[src/rtl/alu_share_arbiter.sv]
// Round-robin arbiter sharing one combinational ALU between NREQ requesters.
// Each granted operation is captured into a single response register and held until it is consumed.
module alu_share_arbiter #(
  parameter int unsigned NREQ = 2,
  parameter int unsigned XLEN = 32
) (
  input  logic                 clk,
  input  logic                 rst,
  input  logic [NREQ-1:0]      req_valid,
  output logic [NREQ-1:0]      req_ready,
  input  logic [NREQ*XLEN-1:0] req_a,
  input  logic [NREQ*XLEN-1:0] req_b,
  input  logic [NREQ*4-1:0]    req_sel,
  output logic [NREQ-1:0]      rsp_valid,
  input  logic [NREQ-1:0]      rsp_ready,
  output logic [XLEN-1:0]      rsp_res,
  output logic [XLEN-1:0]      alu_a,
  output logic [XLEN-1:0]      alu_b,
  output logic [3:0]           alu_sel,
  input  logic [XLEN-1:0]      alu_res
);

  localparam int unsigned IW = (NREQ > 1) ? $clog2(NREQ) : 1;

  localparam logic ST_IDLE = 1'b0;
  localparam logic ST_HOLD = 1'b1;

  logic            state_q, state_d;
  logic [IW-1:0]   owner_q, owner_d;
  logic [IW-1:0]   rr_ptr_q, rr_ptr_d;
  logic [XLEN-1:0] rsp_res_q, rsp_res_d;

  logic            can_grant;
  logic            grant_vld;
  logic [IW-1:0]   grant_idx;
  int unsigned     gsel;

  // A held result frees the slot on the same edge it is consumed, so a new
  // grant can overlap the consume and sustain one op per cycle.
  always_comb begin
    logic [IW-1:0] cand;
    cand      = '0;
    grant_vld = 1'b0;
    grant_idx = '0;
    can_grant = !rst && ((state_q == ST_IDLE) || rsp_ready[owner_q]);
    if (can_grant) begin
      for (int unsigned k = 1; k <= NREQ; k++) begin
        cand = IW'((32'(rr_ptr_q) + k) % NREQ);
        if (!grant_vld && req_valid[cand]) begin
          grant_vld = 1'b1;
          grant_idx = cand;
        end
      end
    end
  end

  assign gsel = 32'(grant_idx);

  always_comb begin
    req_ready = '0;
    alu_a     = '0;
    alu_b     = '0;
    alu_sel   = '0;
    if (grant_vld) begin
      req_ready = NREQ'(1) << grant_idx;
      alu_a     = req_a[gsel*XLEN +: XLEN];
      alu_b     = req_b[gsel*XLEN +: XLEN];
      alu_sel   = req_sel[gsel*4 +: 4];
    end
  end

  always_comb begin
    state_d   = state_q;
    owner_d   = owner_q;
    rr_ptr_d  = rr_ptr_q;
    rsp_res_d = rsp_res_q;
    if (grant_vld) begin
      state_d   = ST_HOLD;
      owner_d   = grant_idx;
      rr_ptr_d  = grant_idx;
      rsp_res_d = alu_res;
    end else if (state_q == ST_HOLD && rsp_ready[owner_q]) begin
      state_d = ST_IDLE;
    end
  end

  always_ff @(posedge clk) begin
    if (rst) begin
      state_q   <= ST_IDLE;
      owner_q   <= '0;
      rr_ptr_q  <= IW'(NREQ - 1);
      rsp_res_q <= '0;
    end else begin
      state_q   <= state_d;
      owner_q   <= owner_d;
      rr_ptr_q  <= rr_ptr_d;
      rsp_res_q <= rsp_res_d;
    end
  end

  assign rsp_valid = (state_q == ST_HOLD) ? (NREQ'(1) << owner_q) : '0;
  assign rsp_res   = rsp_res_q;

endmodule
[config.mk]
export PLATFORM = sky130hd
export DESIGN_NAME = alu_share_arbiter
export DESIGN_NICKNAME = d
export VERILOG_FILES = /design/src/rtl/alu_share_arbiter.sv
export SDC_FILE = /design/constraint.sdc
export NUM_CORES = 1
export LEC_CHECK = 0
export ABC_AREA = 0
export BUFFER_PORTS_ARGS = -buffer_cell sky130_fd_sc_hd__buf_2
export CORE_AREA = 2 2 109 111
export CTS_BUF_LIST = sky130_fd_sc_hd__clkbuf_8 sky130_fd_sc_hd__clkbuf_16
export DETAILED_ROUTE_END_ITERATION = 8
export DIE_AREA = 0 0 111 113
export PLACE_DENSITY_LB_ADDON = 0.08
export SLEW_MARGIN = 20
export SYNTH_ARGS = -nofsm -noshare
export SYNTH_HDL_FRONTEND = slang
export SYNTH_SLANG_ARGS = --single-unit
[constraint.sdc]
create_clock -name clk -period 1.3 [get_ports clk]
set_input_delay 0.13 -clock clk [delete_from_list [all_inputs] [get_ports clk]]
set_output_delay 0.13 -clock clk [all_outputs]
set_load 0.02 [all_outputs]
### Yosys cells after proc, flatten, opt, wreduce, memory -nomap -nowiden

Cells that the tools add are included.

| cells by class | value |
|---|---|
| add/subtract/negate cells | 2 |
| magnitude comparators | 3 |
| shifts and indexed selects | 5 |
| multiplexer cells | 20 |
| bitwise logic cells | 1 |
| reductions and logical operators | 7 |

Operators by type and width:

| operator | count |
|---|---|
| $shiftx A64 B7 Y32 | 2 |
| $mux W32 | 2 |
| $mux W1 | 15 |
| $shiftx A8 B4 Y4 | 1 |
| $lt A1 B2 Y1 const B | 3 |
| $mux W2 | 2 |
| $mux W4 | 1 |
| $shl A1 B1 Y2 const A | 2 |
| $logic_and A1 B1 Y1 | 3 |
| $add A1 B1 Y1 const B | 2 |
| $logic_not A1 Y1 | 2 |
| $reduce_bool A2 Y1 | 1 |
| $logic_or A1 B1 Y1 | 1 |
| $not A1 Y1 | 1 |

| word-level totals | value |
|---|---|
| bits in registers | 35 |
| input bits | 174 |
| output and inout bits | 104 |
| logic and storage cells | 42 |

### Depth between registers and ports, before layout

Gate-level depths: netlist of the first run.

| depth | value |
|---|---|
| depth in word-level cells | 11 |
| depth in mapped cells | 5 |
| gate-level depth less buffers | 3 |

### Least setup slack after synthesis of the first run

Ideal clock, no wire load.

| timing path | value |
|---|---|
| path kind | register to output |
| start point | register rr_ptr_q |
| end point | output port alu_a[12] |
| arrival | 1.345 ns |
| setup slack | -0.175 ns |
| cell stages (with the launch flop) | 6 |
| path buffers | 2 |
| cells stage by stage | dfxtp_1 a21boi_2 buf_2 buf_2 nand2_1 a21oi_1 |

| between the ends | value |
|---|---|
| cells in the longest elaborated chain, start to end | 11 |

RTL lines:

| element | line | text |
|---|---|---|
| start: declaration | 30 | `logic [IW-1:0] rr_ptr_q, rr_ptr_d;` |
| start signal: assignment | 91 | `rr_ptr_q <= IW'(NREQ - 1);` |
| start signal: assignment | 96 | `rr_ptr_q <= rr_ptr_d;` |
| $add A1 B1 Y1 | 48 | `cand = IW'((32'(rr_ptr_q) + k) % NREQ);` |
| $mux W1 (implied by the code) (2 in series) | 49 | `if (!grant_vld && req_valid[cand]) begin` |
| $mux W1 | 49 |  |
| $mux W1 | 46 | `if (can_grant) begin` |
| $logic_not A1 Y1 | 49 |  |
| $logic_and A1 B1 Y1 | 49 |  |
| $mux W1 | 49 |  |
| $mux W1 | 46 |  |
| $shiftx A64 B7 Y32 | 66 | `alu_a = req_a[gsel*XLEN +: XLEN];` |
| $mux W32 (*) | 64 | `if (grant_vld) begin` |
| end: declaration | 17 | `output logic [XLEN-1:0] alu_a,` |

Every way passes the cells marked *; elsewhere a longest branch is shown, timed or not. The select of a mux whose other input is x is not followed.

### Worst setup path in the final report of the first run

| timing path | value |
|---|---|
| start point | register owner_q |
| end point | output port alu_b[18] |

| between the ends | value |
|---|---|
| cells in the longest elaborated chain, start to end | 7 |

RTL lines:

| element | line | text |
|---|---|---|
| start: declaration | 29 | `logic [IW-1:0] owner_q, owner_d;` |
| start signal: assignment | 95 | `owner_q <= owner_d;` |
| $mux W1 (implied by the code) (*) (2 in series) | 45 | `can_grant = !rst && ((state_q == ST_IDLE) \|\| rsp_ready[owner_q]);` |
| $logic_or A1 B1 Y1 (*) | 45 |  |
| $logic_and A1 B1 Y1 (*) | 45 |  |
| $mux W1 | 46 |  |
| $shiftx A64 B7 Y32 | 67 | `alu_b = req_b[gsel*XLEN +: XLEN];` |
| $mux W32 (*) | 64 |  |
| end: declaration | 18 | `output logic [XLEN-1:0] alu_b,` |

Marked as above.

==> impl_metrics.py, run 1 <==
metrics = {
    "clocking": {
        "clock-sinks": 35,
        "cts_buffers": 5,
        "clk_latency_ns": 0.27,
        "htree_levels": 2,
        "clk_pin_slew_ns": 0.06,
        "cts_tree": "built",
        "cts-root-buf": "clkbuf_16",
        "cts_buffer_depth": 2,
    },
    "yosys": {
        "ys_ff_latch": 35,
        "yosysWarnings": 0,
        "synthCells": 333,
        "synth_flop_cell": "dfxtp_1",
        "synth_top_family_by_area": "compound AO/OA/AOI/OAI gates",
        "synth.distinct_cells": 25,
        "synthMuxAreaShare_pct": 1.068,
        "synthArstFlopShare_pct": 0,
        "synth-compound-area-share_pct": 32.16,
        "avgSynthCellArea_um2": 7.034,
        "synthesis.area_um2": 2342,
        "syn_nets": 507,
        "synth_edf_count": 0,
        "ys_seq_area_share_pct": 29.91,
        "synth-simple-area-share_pct": 27.72,
        "synth_adder_area_share_pct": 0,
        "synth_xor_area_share_pct": 0,
    },
    "place": {
        "post-dp-hpwl_mm": 8.434,
        "dpl_cell_area_um2": 4393,
        "gp_congestion": 0.8216,
        "port_buffers": 277,
    },
    "drt": {
        "avgRoutedWirePerCell_um": 15.65,
        "drt_iter0_markers": 139,
        "num_vias": 3690,
        "route.detailed.drc": 0,
        "m1WireLength_mm": 4.499,
        "ant_nets": 0,
        "firstDrtPassIters": 4,
        "drt_wl_total_mm": 12.13,
        "topRoutingLayerUsed": "met4",
        "wl_met2_mm": 6.417,
        "via_per_inst": 4.761,
        "wl_met3_mm": 1.068,
    },
    "setup_path": {
        "startpoint_type": "register",
        "path_cells": "mux2_4, o21ai_4, buf_4, buf_8, clkbuf_16, a21oi_2, buf_6",
        "r2r_cells": 8,
        "worst_ep_arrival_time_ns": 1.69,
        "cp.buffers_inverters": 4,
        "critical_path_class": "register to output pin",
        "path_depth": 7,
        "crit_slowest_cell": "dfxtp_2",
        "crit_path_max_incr_delay_ns": 0.33,
        "end_kind": "output pin",
        "crit_family": "buffers and inverters",
        "critPathMaxFanout": 5,
        "required_ns": 1.17,
    },
    "sta": {
        "setup_slack_ns": -0.5211,
        "slew_violations": 0,
        "min_period_over_period_pct": 140.1,
        "worstMarginPinSlew_ns": 0.3062,
        "max_freq_ghz": 0.5491,
        "rsz0062_at_grt": "yes",
        "finalSetupViolCount": 103,
        "hold_viol": 0,
        "fin_skew_ns": 0.003139,
        "relSlewSlack_pct": 79.52,
        "hold_slack_ns": 0.07198,
        "setup_tns_ns": -38.76,
        "fin_crit_ns": 1.821,
    },
    "power_and_ir_drop": {
        "p_seq_share_pct": 25.5,
        "power_frac_clock_pct": 26.1,
        "p_sw_share_pct": 34.50,
        "power.total_uw": 4764,
        "p_comb_share_pct": 48.4,
        "p_int_uw": 3120,
        "p_per_area_nw_per_um2": 873.9,
        "netSwitchingPower_uw": 1644,
        "power.leakage_uw": 0.002596,
        "ir_worst_vdd_mv": 0.7978,
    },
    "hold_path": {
        "whs_path_depth": 2,
        "hp-class": "input port to register",
    },
    "floorplan": {
        "dieArea_um2": 12540,
        "io_pins": 278,
        "rows": 39,
        "die_x_um": 111,
        "die-height_um": 113,
        "core_area_um2": 11270,
        "initial_core_util_pct": 20.78,
    },
    "finish": {
        "fin_nets": 804,
        "fin_area_um2": 5451,
        "fillers": 1105,
        "syn_to_final_growth_pct": 132.7,
        "drive_gt1_share_pct": 70.36,
    },
    "global_route": {
        "grt_pass1_wl_mm": 18.65,
        "grtUsageTotal_pct": 18.01,
        "grt_pass1_vias": 3767,
        "grt_max_degree": 57,
        "grt.overflow.total": 0,
        "antenna_found_initial": 1,
    },
    "outcome": {
        "violations": "setup timing",
        "status": "complete, but fails checks",
    },
    "run": {
        "cap_violations": 0,
    },
}
==> stage by stage <==
stage / worst slack (ns) / utilization [%] / std cells
finish: -0.5211 / 48.36 / 775
global route: -0.5903 / 48.36 / 775
CTS: -0.5399 / 46.55 / 771
detailed placement: -0.2651 / 38.97 / 742
global placement: -0.2695 / 38.97 / 742
floorplan: -0.08865 / - / 333
==> registers in the layout, summed over array words and instances, names as in the netlist <==
| name | flops |
|---|---|
| rr_ptr_q | 1 |
| state_q | 1 |
| owner_q | 1 |
| rsp_res | 32 |
==> placed cells by master (no fill, tap or decap), types with 2 or more instances in the layout <==
cell type  synthesis  final
buf_12             0     16
nor3_1             4      3
buf_6              6     46
nand2_1           68     68
a21oi_2            0     51
a21oi_4            0     17
clkbuf_16          0      7
inv_1              3      3
buf_4              0     32
a22o_1             4      4
dfxtp_1           35     33
a22o_2            28     28
clkbuf_8           0      2
buf_2             18    219
nand3_1           68     68
dfxtp_2            0      2
nor2_1             5      3
buf_16             0      9
==> path summary, 6_finish.rpt <==
check	start	to	slack, ns
setup / recovery	owner_q	alu_b[18]	-0.52
hold / removal	alu_res[8]	rsp_res[8]	0.07
setup reg to reg	owner_q	owner_q	-0.28
hold reg to reg	rsp_res[15]	rsp_res[15]	0.47
==> power by group through the flow <==
stage                     clock (µW)  combinational, µW  sequential [µW]
after CTS                       1280               2210             1210
after detailed placement           0               1820             1230
final                           1240               2310             1210
after global routing            1320               2460             1220
after global placement             0               1810             1230
after floorplan                    0               1010             1340
==> layer usage <==
layer | up-vias | global-route usage, %
li1 | 1792 | -
met1 | 1713 | 20.10
met2 | 170 | 34.40
met3 | 15 | 5.249
met4 | 0 | 3.000
met5 | - | 0
==> area by class of cell <==
type / count / area (µm²) / share of cell area [%]
repair buffers: 326 / 2520 / 46.22
flip-flops and latches: 35 / 703.2 / 12.90
well taps: 143 / 178.9 / 3.282
inverters: 3 / 11.26 / 0.2066
diodes: 1 / 2.502 / 0.04590
multi-input cells: 259 / 1876 / 34.40
clock inverters: 1 / 7.507 / 0.1377
clock buffers: 7 / 152.6 / 2.800
==> cells by family (layout without fill, tap and decap cells) <==
| logic type | Yosys count | count (layout) |
|---|---|---|
| and+or+nand+nor | 147 | 147 |
| AOI/OAI and AO/OA | 110 | 110 |
| muxes | 2 | 2 |
| buffers and inverters | 39 | 337 |
| other | 0 | 1 |
| DFF | 35 | 35 |
==> synth_stat cells, types with 3 or more instances <==
| master | n | share of area [%] |
|---|---|---|
| a21oi_1 | 69 | 15 |
| a22o_1 | 4 | 1.5 |
| a22o_2 | 28 | 12 |
| buf_2 | 18 | 3.8 |
| buf_6 | 6 | 2.9 |
| clkbuf_1 | 12 | 1.9 |
| dfxtp_1 | 35 | 30 |
| inv_1 | 3 | 0.48 |
| nand2_1 | 68 | 11 |
| nand3_1 | 68 | 15 |
| nor2_1 | 5 | 0.80 |
| nor3_1 | 4 | 0.85 |
==> timing repair <==
| action | in CTS | in global routing |
|---|---|---|
| gates resized for setup | 96 | 40 |
| pin swaps | 3 | 2 |
| cloned | 9 | 2 |
| hold buffers | 0 | 0 |
| setup buffers | 14 | 2 |
| endpoints found under the setup margin | 103 | 105 |
Note: power is estimated with default switching activity, not from simulation.
==> inputs of run 2 (changes only) <==
--- a/config.mk
+++ b/config.mk
@@ -5,13 +5,15 @@
 export SDC_FILE = /design/constraint.sdc
 export NUM_CORES = 1
 export LEC_CHECK = 0
-export ABC_AREA = 0
+export ABC_AREA = 1
 export BUFFER_PORTS_ARGS = -buffer_cell sky130_fd_sc_hd__buf_2
 export CORE_AREA = 2 2 109 111
 export CTS_BUF_LIST = sky130_fd_sc_hd__clkbuf_8 sky130_fd_sc_hd__clkbuf_16
 export DETAILED_ROUTE_END_ITERATION = 8
 export DIE_AREA = 0 0 111 113
 export PLACE_DENSITY_LB_ADDON = 0.08
+export SETUP_SLACK_MARGIN = 0.3
+export SKIP_CTS_REPAIR_TIMING = 1
 export SLEW_MARGIN = 20
 export SYNTH_ARGS = -nofsm -noshare
 export SYNTH_HDL_FRONTEND = slang
==> impl_metrics.py, run 2 <==
metrics = {
    "finish": {
        "fin_nets": 848,
        "seqCellArea_um2": 703.2,
        "stdcell_count": 821,
        "fin_util_pct": 48.31,
        "fillers": 1155,
        "drive_gt1_share_pct": 59.05,
        "multi_input_area_um2": 1938,
        "syn_to_final_growth_pct": 104.3,
        "fin_area_um2": 5445,
        "layout_common_cells": "213 x buf_2, 100 x nand4_1, 72 x inv_1",
        "layout.cells.most_common": "buf_2",
        "largest_reg_flops": 32,
    },
    "yosys": {
        "syn_nets": 579,
        "yosysTopAreaCellShare_pct": 26.29,
        "synthCells": 405,
        "yosysWarnings": 0,
        "synthArstFlopShare_pct": 0,
        "ys_seq_area_share_pct": 26.29,
        "ys_ff_latch": 35,
        "synthesis.area_um2": 2665,
        "avgSynthCellArea_um2": 6.580,
        "ys_top_cells_by_area": "dfxtp_1 26%, nand4_1 23%, o21ai_0 11%",
        "yosys.area.top_type": "dfxtp_1",
        "synth.distinct_cells": 21,
        "synth_commonest_cells": "100 x nand4_1, 74 x inv_1, 58 x o21ai_0",
        "yosysMostFrequentCell": "nand4_1",
        "synth_flop_cell": "dfxtp_1",
        "synth_edf_count": 0,
    },
    "sta": {
        "setup_slack_ns": -0.3942,
        "setup_tns_ns": -25.89,
        "slew_violations": 0,
        "hold_viol": 0,
        "finalSetupViolCount": 73,
        "max_freq_ghz": 0.5903,
        "hold_slack_ns": 0.04562,
        "rsz0062_at_grt": "yes",
        "fin_crit_ns": 1.694,
        "fin_skew_ns": 0.005782,
        "worstMarginPinSlew_ns": 0.3457,
        "relSlewSlack_pct": 76.96,
        "min_period_over_period_pct": 130.3,
    },
    "setup_path": {
        "critPathMaxFanout": 12,
        "end_kind": "output pin",
        "crit_slowest_cell": "dfxtp_2",
        "required_ns": 1.17,
        "path_cells": "inv_1, nand2_2, nand3_4, nand4_4, buf_12, buf_12, o21ai_4, buf_4",
        "startpoint_type": "register",
        "critical_path_class": "register to output pin",
        "worst_ep_arrival_time_ns": 1.56,
        "crit_top_cell": "buf_12",
        "crit_path_max_incr_delay_ns": 0.33,
    },
    "drt": {
        "drt_iter0_markers": 234,
        "num_vias": 3990,
        "route.detailed.drc": 0,
        "via_per_inst": 4.860,
        "drt_wl_total_mm": 13.50,
        "firstDrtPassIters": 4,
        "avgRoutedWirePerCell_um": 16.44,
        "ant_nets": 0,
    },
    "power_and_ir_drop": {
        "p_per_area_nw_per_um2": 829.8,
        "power.leakage_uw": 0.002889,
        "ir_worst_vdd_mv": 0.7148,
    },
    "floorplan": {
        "core_area_um2": 11270,
        "die_x_um": 111,
        "die-height_um": 113,
        "dieArea_um2": 12540,
        "initial_core_util_pct": 23.64,
        "rows": 39,
        "io_pins": 278,
    },
    "clocking": {
        "clock-sinks": 35,
        "cts_buffers": 5,
        "cts_buffer_depth": 2,
        "clk_pin_slew_ns": 0.05,
        "htree_levels": 2,
        "cts_tree": "built",
        "clk_latency_ns": 0.27,
        "cts-root-buf": "clkbuf_16",
    },
    "outcome": {
        "violations": "setup timing",
        "status": "complete, but fails checks",
    },
    "place": {
        "post-dp-hpwl_mm": 9.617,
        "dpl_cell_area_um2": 4653,
        "gp_congestion": 0.8146,
        "place_inst": 798,
        "port_buffers": 277,
    },
    "hold_path": {
        "hp-class": "input port to register",
    },
    "global_route": {
        "grt.overflow.total": 0,
        "grt_pass1_wl_mm": 19.11,
        "antenna_found_initial": 4,
        "grt_max_degree": 76,
        "grt_pass1_vias": 3758,
        "grtUsageTotal_pct": 18.54,
    },
    "run": {
        "cap_violations": 0,
    },
}
[run 2: changes by cell type in the layout (fill, tap and decap cells not counted), sizes merged, moves of 31 or more]
cell   change
a21oi     -68
a22o      -32
inv       +71
nand3     -31
nand4    +101
o21ai     +67
[run 2: worst paths after layout]
check / startpoint / end / slack (ns) / depth (start not counted)
worst max-delay path: owner_q / alu_a[17] / -0.39 / 8
worst min-delay path: rst / state_q / 0.05 / 2
worst max register to register: owner_q / rr_ptr_q / -0.01 / 8
worst min register to register: rsp_res[18] / rsp_res[18] / 0.46 / 2
[run 2: routing by layer]
layer	global-route usage, %	wire length [µm]
met1	21.87	5149
met2	33.74	7146
met3	3.749	885
met4	6.083	314
met5	0	0
[run 2: cell families after synthesis]
logic type / count (synthesis) / share of synthesized area, %
and+or+nand+nor: 179 / 37.84
DFF: 35 / 26.29
buffers and inverters: 122 / 21.36
AOI/OAI and AO/OA: 69 / 14.51
[run 2: metrics by stage]
stage | power, µW | setup WS [ns]
after floorplan | 2385 | 0.03711
after global placement | 3035 | -0.1255
after detailed placement | 3044 | -0.1696
after CTS | 4218 | -0.4690
after global routing | 4767 | -0.4578
final | 4518 | -0.3942
[run 2: final cells by class]
cell class              instances  share of cell area (%)
repair buffers                309                   40.07
multi-input cells             248                   35.59
flip-flops and latches         35                   12.91
inverters                      75                   5.308
well taps                     143                   3.286
clock buffers                   6                   2.551
diodes                          4                  0.1838
clock inverters                 1                 0.09191
[run 2: report_power, final]
group	total (µW)	internal, µW	switching, µW	leakage [µW]
clock network	1150	746	402	0.0000727
logic	2140	948	1190	0.00252
registers	1230	1180	51.6	0.000292
total	4520	2880	1640	0.00289
[run 2: worst max-delay path: cells and delay by family (launching register included)]
family | cells | cell delay, ns
flops | 1 | 0.33
compound gates | 1 | 0.13
buf+inv | 4 | 0.55
simple gates | 3 | 0.28
==> inputs of run 3 (changes only) <==
--- a/config.mk
+++ b/config.mk
@@ -14,6 +14,7 @@
 export PLACE_DENSITY_LB_ADDON = 0.08
 export SETUP_SLACK_MARGIN = 0.3
 export SKIP_CTS_REPAIR_TIMING = 1
+export SKIP_LAST_GASP = 1
 export SLEW_MARGIN = 20
 export SYNTH_ARGS = -nofsm -noshare
 export SYNTH_HDL_FRONTEND = slang
==> impl_metrics.py, run 3 (same netlist as run 2, synthesis figures left out) <==
metrics = {
    "outcome": {
        "status": "complete, but fails checks",
        "violations": "setup timing",
    },
    "sta": {
        "fin_skew_ns": 0.006034,
        "setup_slack_ns": -0.3938,
        "hold_viol": 0,
        "setup_tns_ns": -25.88,
        "relSlewSlack_pct": 76.28,
        "worstMarginPinSlew_ns": 0.3558,
        "fin_crit_ns": 1.694,
        "max_freq_ghz": 0.5904,
        "hold_slack_ns": 0.05383,
        "rsz0062_at_grt": "yes",
        "slew_violations": 0,
        "finalSetupViolCount": 79,
        "min_period_over_period_pct": 130.3,
    },
    "floorplan": {
        "rows": 39,
        "dieArea_um2": 12540,
        "io_pins": 278,
        "initial_core_util_pct": 23.64,
        "die-height_um": 113,
        "die_x_um": 111,
        "core_area_um2": 11270,
    },
    "drt": {
        "num_vias": 3961,
        "via_per_inst": 4.825,
        "drt_wl_total_mm": 13.30,
        "avgRoutedWirePerCell_um": 16.20,
        "firstDrtPassIters": 4,
        "route.detailed.drc": 0,
        "ant_nets": 0,
        "drt_iter0_markers": 237,
    },
    "global_route": {
        "grt_max_degree": 76,
        "antenna_found_initial": 4,
        "grt_pass1_wl_mm": 19.11,
        "grt_pass1_vias": 3758,
        "grtUsageTotal_pct": 18.54,
        "grt.overflow.total": 0,
    },
    "place": {
        "pre_cts_ws_ns": -0.1696,
        "post-dp-hpwl_mm": 9.617,
        "port_buffers": 277,
        "gp_congestion": 0.8146,
        "dpl_cell_area_um2": 4653,
    },
    "finish": {
        "fin_area_um2": 5309,
        "multi_input_area_um2": 1893,
        "drive_gt1_share_pct": 57.86,
        "fin_nets": 848,
        "largest_reg_flops": 32,
        "fin_util_pct": 47.10,
        "fillers": 1169,
        "syn_to_final_growth_pct": 99.20,
        "seqCellArea_um2": 701.9,
        "layout.cells.most_common": "buf_2",
        "layout_common_cells": "219 x buf_2, 100 x nand4_1, 72 x inv_1",
    },
    "hold_path": {
        "hp-class": "input port to register",
    },
    "clocking": {
        "clock-sinks": 35,
        "cts_tree": "built",
        "clk_pin_slew_ns": 0.05,
        "htree_levels": 2,
        "cts-root-buf": "clkbuf_16",
        "cts_buffers": 5,
        "cts_buffer_depth": 2,
        "clk_latency_ns": 0.27,
    },
    "setup_path": {
        "required_ns": 1.17,
        "end_kind": "output pin",
        "worst_ep_arrival_time_ns": 1.56,
        "critical_path_class": "register to output pin",
        "critPathMaxFanout": 12,
        "startpoint_type": "register",
    },
    "power_and_ir_drop": {
        "ir_worst_vdd_mv": 0.6784,
        "power.leakage_uw": 0.002858,
        "p_per_area_nw_per_um2": 836.9,
    },
    "run": {
        "cap_violations": 0,
    },
}
==> run 3: stage by stage <==
step                power (µW)  std cells
floorplan                 2385        405
global placement          3035        798
detailed placement        3044        798
CTS                       4218        805
global route              4695        821
finish                    4443        821
==> run 3: final cells by class <==
class | instances | area share, %
antenna | 4 | 0.1885
multi-input combinational | 248 | 35.66
inverter | 75 | 5.444
clock inverter | 1 | 0.09427
timing repair buffer | 309 | 39.41
tap | 143 | 3.370
sequential | 35 | 13.22
clock buffer | 6 | 2.616
==> run 3: path summary, 6_finish.rpt <==
check             depth (start not counted)           to        start  slack [ns]
setup / recovery                          8    alu_a[17]      owner_q       -0.39
hold / removal                            2      state_q          rst        0.05
setup reg to reg                          8     rr_ptr_q      owner_q       -0.01
hold reg to reg                           2  rsp_res[18]  rsp_res[18]        0.46
==> run 3: critical path: stages, from the launching register on <==
cell and delay, ns:
dfxtp_2 0.33, inv_1 0.06, nand2_2 0.06, nand3_4 0.10, nand4_4 0.12, buf_12 0.17
buf_12 0.16, o21ai_4 0.13, buf_4 0.16
==> run 3: metal layers <==
metal / vias to the layer above / track usage [%] / part of all wire [%]
li1: 1952 / - / -
met1: 1838 / 21.87 / 39
met2: 158 / 33.74 / 53
met3: 13 / 3.749 / 6.9
met4: 0 / 6.083 / 1.6
met5: - / 0 / 0
==> run 3: where the power goes <==
| part | internal, µW | switching (µW) | total (µW) |
|---|---|---|---|
| registers | 1180 | 51.6 | 1230 |
| logic | 902 | 1160 | 2070 |
| clock network | 746 | 399 | 1150 |
